===== src/rtl/control_fsm.sv =====
`default_nettype none
// ============================================================================
// control_fsm : multi-cycle RV32I control unit sequencing fetch, decode,
//               execute, memory and writeback, with a bounded ready timeout.
// Optional build macro: CTRL_ILLEGAL_TRAP_EN (halt and flag illegal opcodes)
// Revision    : 1.0
// ============================================================================
module control_fsm #(
    parameter int WAIT_LIMIT = 8
) (
    input  logic       clk,
    input  logic       reset,
    input  logic [6:0] opcode,
    input  logic [2:0] funct3,
    input  logic       zero,
    input  logic       imem_ready,
    input  logic       dmem_ready,
    output logic       imem_req,
    output logic       dmem_req,
    output logic       dmem_we,
    output logic       pc_write,
    output logic       pc_src,
    output logic       ir_write,
    output logic       reg_write,
    output logic [1:0] alu_src_a,
    output logic [1:0] alu_src_b,
    output logic [1:0] alu_op,
    output logic [1:0] result_src,
    output logic       bus_err,
    output logic       illegal_instr,
    output logic [3:0] state
);

    typedef enum logic [3:0] {
        S_FETCH    = 4'd0,
        S_DECODE   = 4'd1,
        S_EXEC_R   = 4'd2,
        S_EXEC_I   = 4'd3,
        S_ALU_WB   = 4'd4,
        S_MEM_ADDR = 4'd5,
        S_MEM_RD   = 4'd6,
        S_LOAD_WB  = 4'd7,
        S_MEM_WR   = 4'd8,
        S_BRANCH   = 4'd9,
        S_JAL      = 4'd10,
        S_HALT     = 4'd11
    } state_t;

    localparam logic [6:0] c_OP_R      = 7'b0110011;
    localparam logic [6:0] c_OP_I      = 7'b0010011;
    localparam logic [6:0] c_OP_LOAD   = 7'b0000011;
    localparam logic [6:0] c_OP_STORE  = 7'b0100011;
    localparam logic [6:0] c_OP_BRANCH = 7'b1100011;
    localparam logic [6:0] c_OP_JAL    = 7'b1101111;

    // The counter only ever holds 0..WAIT_LIMIT-1: the wait that would make
    // it reach WAIT_LIMIT is the one that diverts to HALT instead.
    localparam int          c_CW         = (WAIT_LIMIT <= 2) ? 1 : $clog2(WAIT_LIMIT);
    localparam int          c_LIM_M1_INT = (WAIT_LIMIT == 0) ? 0 : WAIT_LIMIT - 1;
    localparam logic [c_CW-1:0] c_LIMIT_M1 = c_CW'(c_LIM_M1_INT);
    localparam logic [c_CW-1:0] c_ONE      = c_CW'(1);
    localparam logic        c_TIMEOUT_EN = (WAIT_LIMIT != 0);

    state_t            r_state;
    logic [c_CW-1:0]   r_cnt;
    logic              r_bus_err;
    logic              w_timeout;
    logic              w_taken;

    assign w_timeout = c_TIMEOUT_EN && (r_cnt == c_LIMIT_M1);
    assign w_taken   = ((funct3 == 3'b000) && zero) || ((funct3 == 3'b001) && !zero);

`ifdef CTRL_ILLEGAL_TRAP_EN
    logic r_illegal;
    assign illegal_instr = r_illegal;
`else
    assign illegal_instr = 1'b0;
`endif

    assign bus_err = r_bus_err;
    assign state   = r_state;

    // Counter defaults to clear; only the hold-and-wait branches advance it.
    always_ff @(posedge clk) begin
        if (reset) begin
            r_state   <= S_FETCH;
            r_cnt     <= '0;
            r_bus_err <= 1'b0;
`ifdef CTRL_ILLEGAL_TRAP_EN
            r_illegal <= 1'b0;
`endif
        end else begin
            r_cnt <= '0;
            case (r_state)
                S_FETCH: begin
                    if (imem_ready) begin
                        r_state <= S_DECODE;
                    end else if (w_timeout) begin
                        r_state   <= S_HALT;
                        r_bus_err <= 1'b1;
                    end else begin
                        r_cnt <= r_cnt + c_ONE;
                    end
                end
                S_DECODE: begin
                    case (opcode)
                        c_OP_R:      r_state <= S_EXEC_R;
                        c_OP_I:      r_state <= S_EXEC_I;
                        c_OP_LOAD:   r_state <= S_MEM_ADDR;
                        c_OP_STORE:  r_state <= S_MEM_ADDR;
                        c_OP_BRANCH: r_state <= S_BRANCH;
                        c_OP_JAL:    r_state <= S_JAL;
                        default: begin
`ifdef CTRL_ILLEGAL_TRAP_EN
                            r_state   <= S_HALT;
                            r_illegal <= 1'b1;
`else
                            r_state   <= S_FETCH;
`endif
                        end
                    endcase
                end
                S_EXEC_R:   r_state <= S_ALU_WB;
                S_EXEC_I:   r_state <= S_ALU_WB;
                S_ALU_WB:   r_state <= S_FETCH;
                S_MEM_ADDR: r_state <= (opcode == c_OP_LOAD) ? S_MEM_RD : S_MEM_WR;
                S_MEM_RD, S_MEM_WR: begin
                    if (dmem_ready) begin
                        r_state <= (r_state == S_MEM_RD) ? S_LOAD_WB : S_FETCH;
                    end else if (w_timeout) begin
                        r_state   <= S_HALT;
                        r_bus_err <= 1'b1;
                    end else begin
                        r_cnt <= r_cnt + c_ONE;
                    end
                end
                S_LOAD_WB:  r_state <= S_FETCH;
                S_BRANCH:   r_state <= S_FETCH;
                S_JAL:      r_state <= S_FETCH;
                S_HALT:     r_state <= S_HALT;
                default:    r_state <= S_FETCH;
            endcase
        end
    end

    // Moore decode; FETCH loads are gated by reset so a coinciding ready is dropped.
    always_comb begin
        imem_req   = 1'b0;
        dmem_req   = 1'b0;
        dmem_we    = 1'b0;
        pc_write   = 1'b0;
        pc_src     = 1'b0;
        ir_write   = 1'b0;
        reg_write  = 1'b0;
        alu_src_a  = 2'b00;
        alu_src_b  = 2'b00;
        alu_op     = 2'b00;
        result_src = 2'b00;
        case (r_state)
            S_FETCH: begin
                imem_req  = 1'b1;
                alu_src_b = 2'b10;
                ir_write  = imem_ready & ~reset;
                pc_write  = imem_ready & ~reset;
            end
            S_DECODE: begin
                alu_src_a = 2'b01;
                alu_src_b = 2'b01;
            end
            S_EXEC_R: begin
                alu_src_a = 2'b10;
                alu_op    = 2'b10;
            end
            S_EXEC_I: begin
                alu_src_a = 2'b10;
                alu_src_b = 2'b01;
                alu_op    = 2'b10;
            end
            S_ALU_WB: begin
                reg_write = 1'b1;
            end
            S_MEM_ADDR: begin
                alu_src_a = 2'b10;
                alu_src_b = 2'b01;
            end
            S_MEM_RD: begin
                dmem_req = 1'b1;
            end
            S_LOAD_WB: begin
                reg_write  = 1'b1;
                result_src = 2'b01;
            end
            S_MEM_WR: begin
                dmem_req = 1'b1;
                dmem_we  = 1'b1;
            end
            S_BRANCH: begin
                alu_src_a = 2'b10;
                alu_op    = 2'b01;
                pc_src    = 1'b1;
                pc_write  = w_taken;
            end
            S_JAL: begin
                alu_src_a  = 2'b01;
                alu_src_b  = 2'b10;
                result_src = 2'b10;
                reg_write  = 1'b1;
                pc_write   = 1'b1;
                pc_src     = 1'b1;
            end
            default: begin
            end
        endcase
    end

endmodule
`default_nettype wire

===== config.mk =====
export PLATFORM = sky130hd
export DESIGN_NAME = control_fsm
export DESIGN_NICKNAME = d
export VERILOG_FILES = /design/src/rtl/control_fsm.sv
export SDC_FILE = /design/constraint.sdc
export NUM_CORES = 1
export LEC_CHECK = 0
export CAP_MARGIN = 20
export CELL_PAD_IN_SITES_DETAIL_PLACEMENT = 0
export CELL_PAD_IN_SITES_GLOBAL_PLACEMENT = 1
export CORE_UTILIZATION = 31
export CTS_CLUSTER_SIZE = 28
export DETAILED_ROUTE_END_ITERATION = 8
export PLACE_DENSITY = 0.9
export RECOVER_POWER = 50
export REMOVE_ABC_BUFFERS = 1
export SLEW_MARGIN = 20
export SYNTH_ARGS = -nofsm -noshare
export SYNTH_HDL_FRONTEND = slang
export SYNTH_SLANG_ARGS = --single-unit

===== constraint.sdc =====
create_clock -name clk -period 2.17 [get_ports clk]
set_input_delay 0.5425 -clock clk [delete_from_list [all_inputs] [get_ports clk]]
set_output_delay 0.5425 -clock clk [all_outputs]
set_load 0.01 [all_outputs]

## Word level (Yosys, flattened, before mapping)

Cells that the tools add are included.

| operators by class | value |
|---|---|
| reductions and logical operators | 17 |
| equal/unequal tests | 21 |
| bitwise operators | 2 |
| mux-type cells | 26 |
| add/sub/neg operators | 1 |

Operators by type and width:

| cell | number |
|---|---|
| 4-bit one-hot mux with 6 select lines | 1 |
| 4-bit one-hot mux with 5 select lines | 1 |
| 4-bit by 3-bit == test with 1-bit output (second input constant) | 4 |
| 4-bit == test (second input constant) | 4 |
| 4-bit two-way mux | 4 |
| 2-bit one-hot mux with 2 select lines | 4 |
| 7-bit by 6-bit == test with 1-bit output (second input constant) | 2 |
| 7-bit == test (second input constant) | 2 |
| 3-bit two-way mux | 4 |
| 2-bit OR reduction | 6 |
| 1-bit two-way mux | 9 |
| 4-bit by 2-bit == test with 1-bit output (second input constant) | 2 |
| 7-bit by 2-bit == test with 1-bit output (second input constant) | 1 |
| 7-bit by 5-bit == test with 1-bit output (second input constant) | 1 |
| 3-bit one-hot mux with 2 select lines | 1 |
| 3-bit OR reduction | 2 |
| 4-bit by 1-bit == test with 1-bit output (second input constant) | 1 |
| 4-bit logical NOT | 1 |
| 2-bit inequality test (second input constant) | 2 |
| 4-bit OR reduction | 1 |
| 3-bit by 1-bit adder with 3-bit output (second input constant) | 1 |
| 3-bit by 1-bit == test with 1-bit output (second input constant) | 1 |
| 3-bit == test (second input constant) | 1 |
| 3-bit logical NOT | 1 |
| 9 further kinds | 10 |

| storage, ports and cells | value |
|---|---|
| flip-flop bits (word level) | 8 |
| logic and storage cells | 70 |
| input bits | 15 |
| output and inout port bits | 21 |

## Longest topological paths before layout

Gate-level depths: netlist of the first run.

| depth | value |
|---|---|
| depth in word-level cells | 4 |
| gate-level depth with buffers | 6 |

## Worst setup path after synthesis of the first run

Ideal clock, no wire load.

| path | value |
|---|---|
| path type | reg2out |
| start point | register r_state[0] (netlist: state[0]) |
| end point | output port ir_write |
| setup slack | 0.288 ns |
| cell stages (with the launch flop) | 4 |
| data arrival time | 1.340 ns |
| cell sequence | dfxtp_1 > buf_6 > or4_4 > nor3b_1 |

| on the way | value |
|---|---|
| longest elaborated chain between the ends | 2 |

RTL lines:

| item | RTL line | source |
|---|---|---|
| start: declaration | 64 | `state_t r_state;` |
| start signal: assignment | 126 | `S_MEM_ADDR: r_state <= (opcode == c_OP_LOAD) ? S_MEM_RD : S_MEM_WR;` |
| start signal: assignment | 129 | `r_state <= (r_state == S_MEM_RD) ? S_LOAD_WB : S_FETCH;` |
| 4-bit logical NOT | 159 | `case (r_state)` |
| 1-bit two-way mux | 159 |  |
| end: declaration | 23 | `output logic ir_write,` |

Every way passes these cells.

## Worst setup path after layout of the first run

| path | value |
|---|---|
| start point | input port funct3[0] |
| end point | output port pc_write |

| on the way | value |
|---|---|
| longest elaborated chain between the ends | 4 |
| elaborated cells between the ends (all ways) | 6 |
| those cells by class | 1 x eq/ne; 1 x mux; 4 x reduce/logical |

RTL lines:

| item | RTL line | source |
|---|---|---|
| start: declaration | 14 | `input logic [2:0] funct3,` |
| 3-bit by 1-bit == test with 1-bit output / 3-bit logical NOT (equally long branches) | 71 | `assign w_taken = ((funct3 == 3'b000) && zero) \|\| ((funct3 == 3'b001) && !zero);` |
| 1-bit logical AND | 71 |  |
| 1-bit logical OR * | 71 |  |
| 1-bit one-hot mux with 3 select lines * | 159 |  |
| end: declaration | 21 | `output logic pc_write,` |

Mark *: on every way between the ends. The rest lies on a longest branch, timed or not.

==> summary.md, run 1 <==
| Metric | Value |
|---|---|
| GPL Wtd Cong | 0.822 |
| Seq/Total Area, Yosys | 0.193 |
| Status | completed |
| Number of detailed-route iterations in the first pass | 4 |
| Die Ht | roughly 54 um |
| Flop pwr share | 0.399 |
| RSZ-0062 raised after global routing | no |
| Finished Core Util | 0.558 |
| Final Hold Vio Count | 0 |
| Commonest non-fill, non-tap cells in the layout | 31 x buf_4, 12 x nand2_1, 11 x dlygate4sd2_1 |
| PD cells | around 270 nW/um2 |
| Synthesized area | slightly above 800 um2 |
| # setup viols final | 0 |
| Area Growth Syn to Fin | 68.2% |
| Critical Path End | pc_write |
| Clock sinks | 8 |
| Vias | around 1100 |
| TritonCTS clock tree | built |
| CP required | ~1600 ps |
| Initial antenna violation count | 0 |
| #FFs+latches synth | 8 |
| Critical path class | primary input to output pin |
| Switch share | 0.272 |
| Routed length per instance | ~13 um |
| Final setup TNS | 0 ps |
| Crit. Startpoint | funct3[0] |
| H-tree Lvls | 1 |
| Worst-path fanout max | 1 |
| Post-synthesis async set-or-reset flop share | 0 |
| FF/Latch Area | between 150 and 200 um2 |
| Most common cell after layout, fill and taps aside | buf_4 |
| YS warnings | 0 |
| Largest net degree at the start of global routing | 15 |
| First-pass GRT wire length | about 4400 um |
| Die footprint | a little under 3000 um2 |
| Vias in the first global route | approximately 1000 |
| Max-Cap Viols | 0 |
| Clock Tree Root | clkbuf_4 |
| Critical Path Sink Type | output pin |
| Netlist cell types | 51 |
| Core region area | roughly 2500 um2 |
| Hold Path Class | register to register |
| Comb power frac | 0.307 |
| Number of fill cells | approximately 270 |
| Antenna Nets Post-Route | 0 |
| Synth Flop Type | dfxtp_1 |
| Fmax | approximately 0.48 GHz |
| Clk pwr share | 0.294 |
| Finished Layout Cells | between 200 and 250 |
| N_diodes | 0 |
| Clock latency reported for the late side of the worst-skew pair | 250 ps |
| Pre-CTS setup slack | -468 ps |
| CTS Buf Count | 3 |
| CP arrival | ~1500 ps |
| Tmin final | between 2000 and 2500 ps |
| Fin crit share | 0.962 |
| Gate Count Post-Synth | 112 |
| FP Rows | 18 |
| Switch Pwr | between 100 and 150 uW |
| R2r startpoint | state[3] |
| Port Buffer Count | 34 |
| Boundary Pins | 36 |
| GRT Resource Usage Total | 0.212 |
| Total Wirelength | 2680 um |
| Worst reg-to-reg path cell count | 6 |
| Max Clock Skew | between 4 and 5 ps |
| Worst IR Drop VDD | 232 uV |
| Final #Nets | 191 |
| CTS clk-pin slew, worst paths | 50 ps |
| Detailed-route vias per instance | 5.28 |
| Hpwl dp | 2150 um |
| Pint | around 280 uW |
| Area occupied by multi-input gates | approximately 620 um2 |
| Final WS setup | between 80 and 90 ps |
| Cells after DPL | slightly below 200 |
| Reg2reg setup slack | between 500 and 600 ps |
| CP startpoint kind | primary input |
| EDFF count, synth | 0 |
| Die Width | approximately 54 um |
| Starting Density | 0.332 |
| Total Power | 379 uW |
| Pins over their slew limit | 0 |
| GRT Residual Overflow | 0 |
| Leak pwr | between 0.6 and 0.7 nW |
| Drt initial violations | 19 |
| Synthesized area per cell | approximately 7.4 um2 |
| DRC | 0 |
| Share of layout cells above drive strength 1 | 0.320 |
| Reg-to-Reg End | state[1] |
| Clock Path Buffers | 2 |
## synth_stat cells, drive strengths merged (3+ instances only)
| library cell | count | area [um2] |
|---|---|---|
| buf | 6 | 51.3 |
| nand3 | 3 | 15.0 |
| a21oi | 7 | 35.0 |
| nand3b | 3 | 22.5 |
| inv | 4 | 15.0 |
| dfxtp | 8 | 160 |
| nand2 | 12 | 45.0 |
| nor3b | 3 | 27.5 |
| nand2b | 3 | 18.8 |
| nor3 | 3 | 15.0 |
| and2 | 3 | 18.8 |
| nor2 | 11 | 43.8 |
| clkbuf | 3 | 11.3 |
| o21ai | 3 | 15.0 |
## routing by layer
layer | part of all wire | routed length (um) | global-route usage | up-vias
met4 | 0 | 0 | 0.0526 | 0
met5 | 0 | 0 | 0 | -
met2 | 0.50 | 1350 | 0.391 | 42
met1 | 0.43 | 1160 | 0.248 | 494
met3 | 0.065 | 174 | 0.0367 | 0
li1 | - | - | - | 530
## worst max-delay path, stage by stage
cell           delay, ps
dlygate4sd2_1        250
xnor2_1              140
nor4_2               240
o21bai_1             100
a21oi_1              130
buf_2                150
## layout make-up
cell class	count	share of cell area
Timing Repair Buffer	66	0.380
Clock buffer	3	0.0161
Inverter	4	0.0108
Multi-Input combinational cell	91	0.447
Tap cell	30	0.0269
Sequential cell	8	0.119
## how the worst min path moves through the flow
stage,startpoint,to,cells past startpoint
final,r_cnt[0],r_cnt[0],1
after global routing,r_cnt[0],r_cnt[0],1
after CTS,r_cnt[0],r_cnt[0],1
after detailed placement,r_cnt[0],r_cnt[0],1
after global placement,r_cnt[0],r_cnt[0],1
after floorplan,r_cnt[0],r_cnt[0],1
## metrics by stage
| stage | instance area, um2 | hold WS [ps] |
|---|---|---|
| after floorplan | 767 | 403 |
| after global placement | 1370 | 413 |
| after detailed placement | 1370 | 421 |
| after CTS | 1420 | 429 |
| after global routing | 1400 | 443 |
| final | 1400 | 426 |
## cell families after synthesis
logic type	count (synthesis)	synth area share
buffers and inverters	13	0.0935
AOI/OAI and AO/OA	26	0.214
muxes	2	0.0241
DFF	8	0.193
and+or+nand+nor	57	0.409
other	1	0.00452
adders and majority gates	2	0.0302
xor gates and xnor gates	3	0.0317
## registers in the layout, indices dropped and copies added, names as in the netlist
| signal | count |
|---|---|
| state | 4 |
| r_cnt | 3 |
| bus_err | 1 |
## power groups by stage
| stage | Combinational (mW) | Sequential, mW | Clock (mW) |
|---|---|---|---|
| 2_1_floorplan | 0.0389 | 0.159 | 0 |
| 3_3_place_gp | 0.120 | 0.156 | 0 |
| 3_5_place_dp | 0.123 | 0.156 | 0 |
| 4_1_cts | 0.119 | 0.150 | 0.117 |
| 5_1_grt | 0.127 | 0.152 | 0.129 |
| 6_report | 0.116 | 0.151 | 0.112 |
## timing repair
action,CTS,global route
gates resized for setup,33,17
pin swaps,5,3
buffers inserted,2,0
hold buffers,0,0
cloned,0,0
endpoints found under the setup margin,15,9
Power figures use the tool's default switching activity.
==> run 2, diff against run 1 <==
- CORE_MARGIN: unset -> 2
- CTS_CLUSTER_SIZE: 28 -> unset
==> run 2 against run 1 <==
Net effect:
- setup slack lost 41 ps
- clock skew shrank 1.2 ps
- cell count shrank 3.5%
- combinational power is essentially flat
- sequential power is essentially flat
- routed wire length shrank 1.1%
- non-clock buffer count shrank 7
- sequential share of layout area grew 0.46 points
- register-to-register slack lost 70 ps
- total power shrank 0.51%
- largest cell class unchanged
- highest routed layer is now met4
==> summary.md, run 2 (synthesized netlist as in run 1, its figures left out) <==
| Metric | Value |
|---|---|
| GRT Residual Overflow | 0 (unchanged) |
| Worst Hold Launch | r_cnt[0] |
| Total Wirelength | 2650 um (-1.1%) |
| DRC | 0 (unchanged) |
| Worst reg-to-reg path cell count | 7 (+1) |
| Slew HR | 0.645 |
| Die Ht | 55.7 um (+3.7%) |
| GR Util met2 | 0.282 (-0.109) |
| Leak pwr | 0.619 nW (-3.2%) |
| Worst Hold Path Cells | 1 (unchanged) |
| # setup viols final | 0 (unchanged) |
| Die footprint | 3110 um2 (+7.6%) |
| Most common cell after layout, fill and taps aside | buf_4 |
| PD cells | 274 nW/um2 (+1.0%) |
| Pre-CTS setup slack | -557 ps (-89.7 ps) |
| TritonCTS clock tree | built |
| Total Power | 377 uW (-0.51%) |
| Finished Layout Cells | 195 (-3.5%) |
| Area Growth Syn to Fin | 65.6% |
| Hpwl dp | 2060 um (-4.0%) |
| Fmax | 0.470 GHz (-1.9%) |
| Max-Cap Viols | 0 (unchanged) |
| Final WS setup | 42.9 ps (-40.6 ps) |
| Number of detailed-route iterations in the first pass | 4 (unchanged) |
| Worst-path fanout max | 3 (+2) |
| Share of layout cells above drive strength 1 | 0.291 (-0.0289) |
| Critical path class | register to output pin |
| Clock latency reported for the late side of the worst-skew pair | 250 ps (about the same) |
| Final Hold Vio Count | 0 (unchanged) |
| Initial antenna violation count | 0 (unchanged) |
| Detailed-route vias per instance | 5.28 (about the same) |
| Antenna Nets Post-Route | 0 (unchanged) |
| Worst IR Drop VDD | 266 uV (+14%) |
| GRT Resource Usage Total | 0.177 (-0.0353) |
| N_diodes | 0 (unchanged) |
| Fin crit share | 0.980 (+0.0187) |
| FP Rows | 18 (unchanged) |
| CP arrival | 1580 ps (+40 ps) |
| Largest net degree at the start of global routing | 15 (unchanged) |
| Cells after DPL | 192 (-2.5%) |
| R2r startpoint | state[1] |
| Met3 Track Usage GR | 0.0535 (+0.0168) |
| CP required | 1630 ps (about the same) |
| Drt initial violations | 25 (+6) |
| CP startpoint kind | register |
| Vias | 1029 (-3.5%) |
| Boundary Pins | 36 (unchanged) |
| Critical Path Sink Type | output pin |
| Die Width | 55.7 um (+3.7%) |
| CTS Buf Count | 3 (unchanged) |
| Status | completed |
| Final setup TNS | 0 ps (unchanged) |
| Commonest non-fill, non-tap cells in the layout | 24 x buf_4, 15 x clkdlybuf4s50_1, 12 x nand2_1 |
| Hold Path Class | register to register |
| Post-CTS setup buffers | 0 (-2) |
| H-tree Lvls | 1 (unchanged) |
| Met1 usage | 0.228 (-0.0204) |
| Max Clock Skew | 3.74 ps (-1.23 ps) |
| First-pass GRT wire length | 4400 um (+0.16%) |
| Clock Path Buffers | 2 (unchanged) |
| Port Buffer Count | 34 (unchanged) |
| Tmin final | 2130 ps (+40.6 ps) |
| Crit. Startpoint | state[1] |
| Clock sinks | 8 (unchanged) |
| Finished Core Util | 0.550 (-0.00851) |
| Starting Density | 0.332 (unchanged) |
| Slew @ Worst Pin | between 500 and 600 ps |
| Clock Tree Root | clkbuf_4 |
| Final #Nets | 184 (-3.7%) |
| RSZ-0062 raised after global routing | yes |
| GPL Wtd Cong | 0.879 (+7.0%) |
| Core region area | 2500 um2 (unchanged) |
| CTS clk-pin slew, worst paths | 50 ps (about the same) |
| Hold-fix buffers at CTS | 0 (unchanged) |
| Max reg flops | 4 (unchanged) |
| Routed length per instance | 13.6 um (+2.5%) |
| Layer with the highest usage | met2 |
| Pins over their slew limit | 0 (unchanged) |
| Vias in the first global route | 970 (-1.3%) |
## run 2: cell count changes in the layout (fill, tap and decap cells not counted), sizes merged
cell           delta
dlygate4sd2       -2
clkdlybuf4s15     +1
buf               -6
clkdlybuf4s50     +6
dlymetal6s2s      +3
clkbuf            -4
dlygate4sd3       -5
## run 2: path summary, 6_finish.rpt
check	end	slack [ps]
worst min-delay path	r_cnt[0]	430
worst max register to register	state[2]	500
worst max-delay path	dmem_req	40
worst min register to register	r_cnt[0]	430
## run 2: cell type report
cell class	instances	area (um2)
clock buffers	3	22.5
flip-flops and latches	8	170
fillers	252	1130
well taps	30	37.5
multi-input cells	91	618
repair buffers	59	510
inverters	4	15.0
## run 2: power breakdown
group          total [mW]  leakage (nW)  switching, mW  internal [mW]
Combinational       0.113         0.537         0.0497         0.0629
Clock               0.113        0.0138         0.0494         0.0632
Sequential          0.152        0.0674        0.00390          0.148
Total               0.377         0.619          0.103          0.274
## run 2: metal layers
layer  wire (um)  vias up
li1            -      518
met4          20        0
met5           0        -
met1        1190      467
met2        1290       39
met3         155        5
## run 2: critical path: stages (launching register included)
cell           delay, ps
dfxtp_2              340
buf_4                140
or3b_1               420
a21oi_2              160
dlygate4sd2_1        280
## run 2: stage by stage
stage	hold slack, ps	area (um2)
floorplan	403	767
global placement	413	1330
detailed placement	432	1330
CTS	433	1360
global route	446	1370
finish	431	1370
## run 2: what timing repair did
action                                 in CTS  in global routing
endpoints found under the hold margin       0                  0
pin swaps                                   0                  5
setup endpoints to repair                  15                  7
gates resized for setup                    32                 14
==> run 3, diff against run 2 <==
- CORE_UTILIZATION: 31 -> 45
- DONT_BUFFER_PORTS: unset -> 1
- PLACE_DENSITY: 0.9 -> 0.87
==> run 3 against run 2 <==
Net effect:
- global-route usage rose by 0.53 points
- cell count shrank 29%
- via count is 23% lower
- setup slack gained 27 ps
- clock power about the same
- clock skew rose by 1.7 ps
- register-to-register slack about the same
- combinational power decreased by 53%
- sequential share of layout area up 6.4 points
- core utilization is 4.3 points lower
- final area shrank 36%
- largest cell class unchanged
- highest routed layer is now met3
==> summary.md, run 3 (synthesized netlist as in run 1, its figures left out) <==
| Metric | Value |
|---|---|
| Crit. Startpoint | state[0] |
| Die Ht | 46.9 um (-16%) |
| Vias in the first global route | 726 (-25%) |
| CP arrival | 1560 ps (-20 ps) |
| Worst Hold Path Cells | 1 (unchanged) |
| Commonest non-fill, non-tap cells in the layout | 12 x nand2_1, 11 x nor2_1, 7 x a21oi_1, 7 x buf_4, 5 x dfxtp_1 |
| Final #Nets | 132 (-28%) |
| Final WS setup | 70.2 ps (+27.3 ps) |
| Share of layout cells above drive strength 1 | 0.159 (-0.132) |
| Die footprint | 2200 um2 (-29%) |
| Max Clock Skew | 5.41 ps (+1.67 ps) |
| RSZ-0062 raised after global routing | no |
| Vias | 795 (-23%) |
| Fin area | 875 um2 (-36%) |
| Clock latency reported for the late side of the worst-skew pair | 250 ps (about the same) |
| Crit path max-delay cell type | or4_4 |
| Critical Path End | ir_write |
| Boundary Pins | 36 (unchanged) |
| Critical path class | register to output pin |
| Number of detailed-route iterations in the first pass | 4 (unchanged) |
| Reg2reg setup slack | 510 ps (about the same) |
| PD cells | 366 nW/um2 (+33%) |
| Fin crit share | 0.968 (-0.0126) |
| # setup viols final | 0 (unchanged) |
| CP delay by family, top | simple AND/OR/NAND/NOR gates |
| CTS clk-pin slew, worst paths | 60 ps (about the same) |
| Area Growth Syn to Fin | 5.43% |
| Reg-to-Reg End | state[3] |
| Hold Path Class | primary input to register |
| Starting Density | 0.480 (+0.149) |
| Detailed-route vias per instance | 5.76 (+9.2%) |
| Initial antenna violation count | 0 (unchanged) |
| Met3 Track Usage GR | 0.0500 (-0.00349) |
| Finished Layout Cells | 138 (-29%) |
| CTS Buf Count | 3 (unchanged) |
| Most common cell after layout, fill and taps aside | nand2_1 |
| Hold WS | 361 ps (-69.1 ps) |
| Pre-CTS setup slack | 231 ps (+788 ps) |
| Max reg flops | 4 (unchanged) |
| R2r startpoint | state[2] |
| Worst path max stage delay | 570 ps (+150 ps) |
| GRT Resource Usage Total | 0.182 (+0.00526) |
| Leak pwr | 0.319 nW (-48%) |
| Worst IR Drop VDD | 327 uV (+23%) |
| Status | completed |
| Critical Path Sink Type | output pin |
| Post-DP Area | 851 um2 (-36%) |
| CP required | 1630 ps (about the same) |
| Tmin final | 2100 ps (-27.3 ps) |
| Routed length per instance | 14.0 um (+2.7%) |
| First-pass GRT wire length | 2910 um (-34%) |
| Clock Path Buffers | 2 (unchanged) |
| Core region area | 1730 um2 (-31%) |
| DRC | 0 (unchanged) |
| CP Buf/Inv Count | 1 (-1) |
| Total Power | 320 uW (-15%) |
| Post-CTS setup buffers | 0 (unchanged) |
| Worst reg-to-reg path cell count | 5 (-2) |
| Total Wirelength | 1930 um (-27%) |
| Crit. path cell count | 3 (-1) |
| GR Util met2 | 0.304 (+0.0218) |
| N_diodes | 0 (unchanged) |
| FP Rows | 15 (-3) |
| Die Width | 46.9 um (-16%) |
| GRT Residual Overflow | 0 (unchanged) |
| Max-Cap Viols | 0 (unchanged) |
| Largest net degree at the start of global routing | 24 (+9) |
| Clock Tree Root | clkbuf_4 |
| Drt initial violations | 22 (-12%) |
| Worst-path cell chain | or4_4 -> nor3b_1 -> buf_4 |
| Layer with the highest usage | met2 |
| GPL Wtd Cong | 0.839 (-4.6%) |
| Final Hold Vio Count | 0 (unchanged) |
| Final setup TNS | 0 ps (unchanged) |
| Worst-path fanout max | 13 (+10) |
| Number of fill cells | 187 (-26%) |
| Antenna Nets Post-Route | 0 (unchanged) |
| Hpwl dp | 1490 um (-28%) |
| Finished Core Util | 0.507 (-0.0430) |
| TritonCTS clock tree | built |
| Fmax | 0.476 GHz (+1.3%) |
| H-tree Lvls | 1 (unchanged) |
| Cells after DPL | 135 (-30%) |
| Met1 usage | 0.234 (+0.00681) |
| Clock sinks | 8 (unchanged) |
| Pins over their slew limit | 0 (unchanged) |
| CP startpoint kind | register |
| Port Buffer Count | 0 (-100%) |
==> run 3: changes by cell type in the layout (fill, tap and decap cells not counted), sizes merged <==
cell | before | now
clkdlybuf4s50 | 15 | 0
buf | 27 | 7
clkbuf | 5 | 3
clkdlybuf4s15 | 2 | 0
dlymetal6s2s | 4 | 0
dlygate4sd2 | 9 | 0
==> run 3: area by class of cell <==
| class | count | area [um2] | area share |
|---|---|---|---|
| multi-input cells | 91 | 589 | 0.674 |
| inverters | 4 | 15.0 | 0.0172 |
| clock buffers | 3 | 22.5 | 0.0258 |
| well taps | 25 | 31.3 | 0.0358 |
| repair buffers | 7 | 52.6 | 0.0601 |
| flip-flops and latches | 8 | 164 | 0.187 |
==> run 3: worst min path at each step <==
| stage | start | endpoint | slack (ps) |
|---|---|---|---|
| detailed placement | r_cnt[0] | r_cnt[0] | 420 |
| floorplan | r_cnt[0] | r_cnt[0] | 400 |
| CTS | reset | bus_err | 350 |
| global route | reset | bus_err | 350 |
| global placement | r_cnt[0] | r_cnt[0] | 420 |
| finish | reset | bus_err | 360 |
==> run 3: report_power, final <==
part	internal (mW)	switching [mW]	total, mW
registers	0.150	0.00501	0.155
logic	0.0242	0.0286	0.0528
clock network	0.0632	0.0485	0.112
total	0.238	0.0821	0.320
==> run 3: routing by layer <==
metal  wire length (um)  vias to the layer above
li1                   -                      412
met4                  0                        0
met3                111                        0
met2                887                       28
met5                  0                        -
met1                929                      355
==> run 3: repair_timing <==
item | CTS | global route
setup endpoints to repair | 2 | 2
pin swaps | 0 | 0
resized for setup | 2 | 2
hold buffers | 0 | 0
endpoints found under the hold margin | 0 | 0
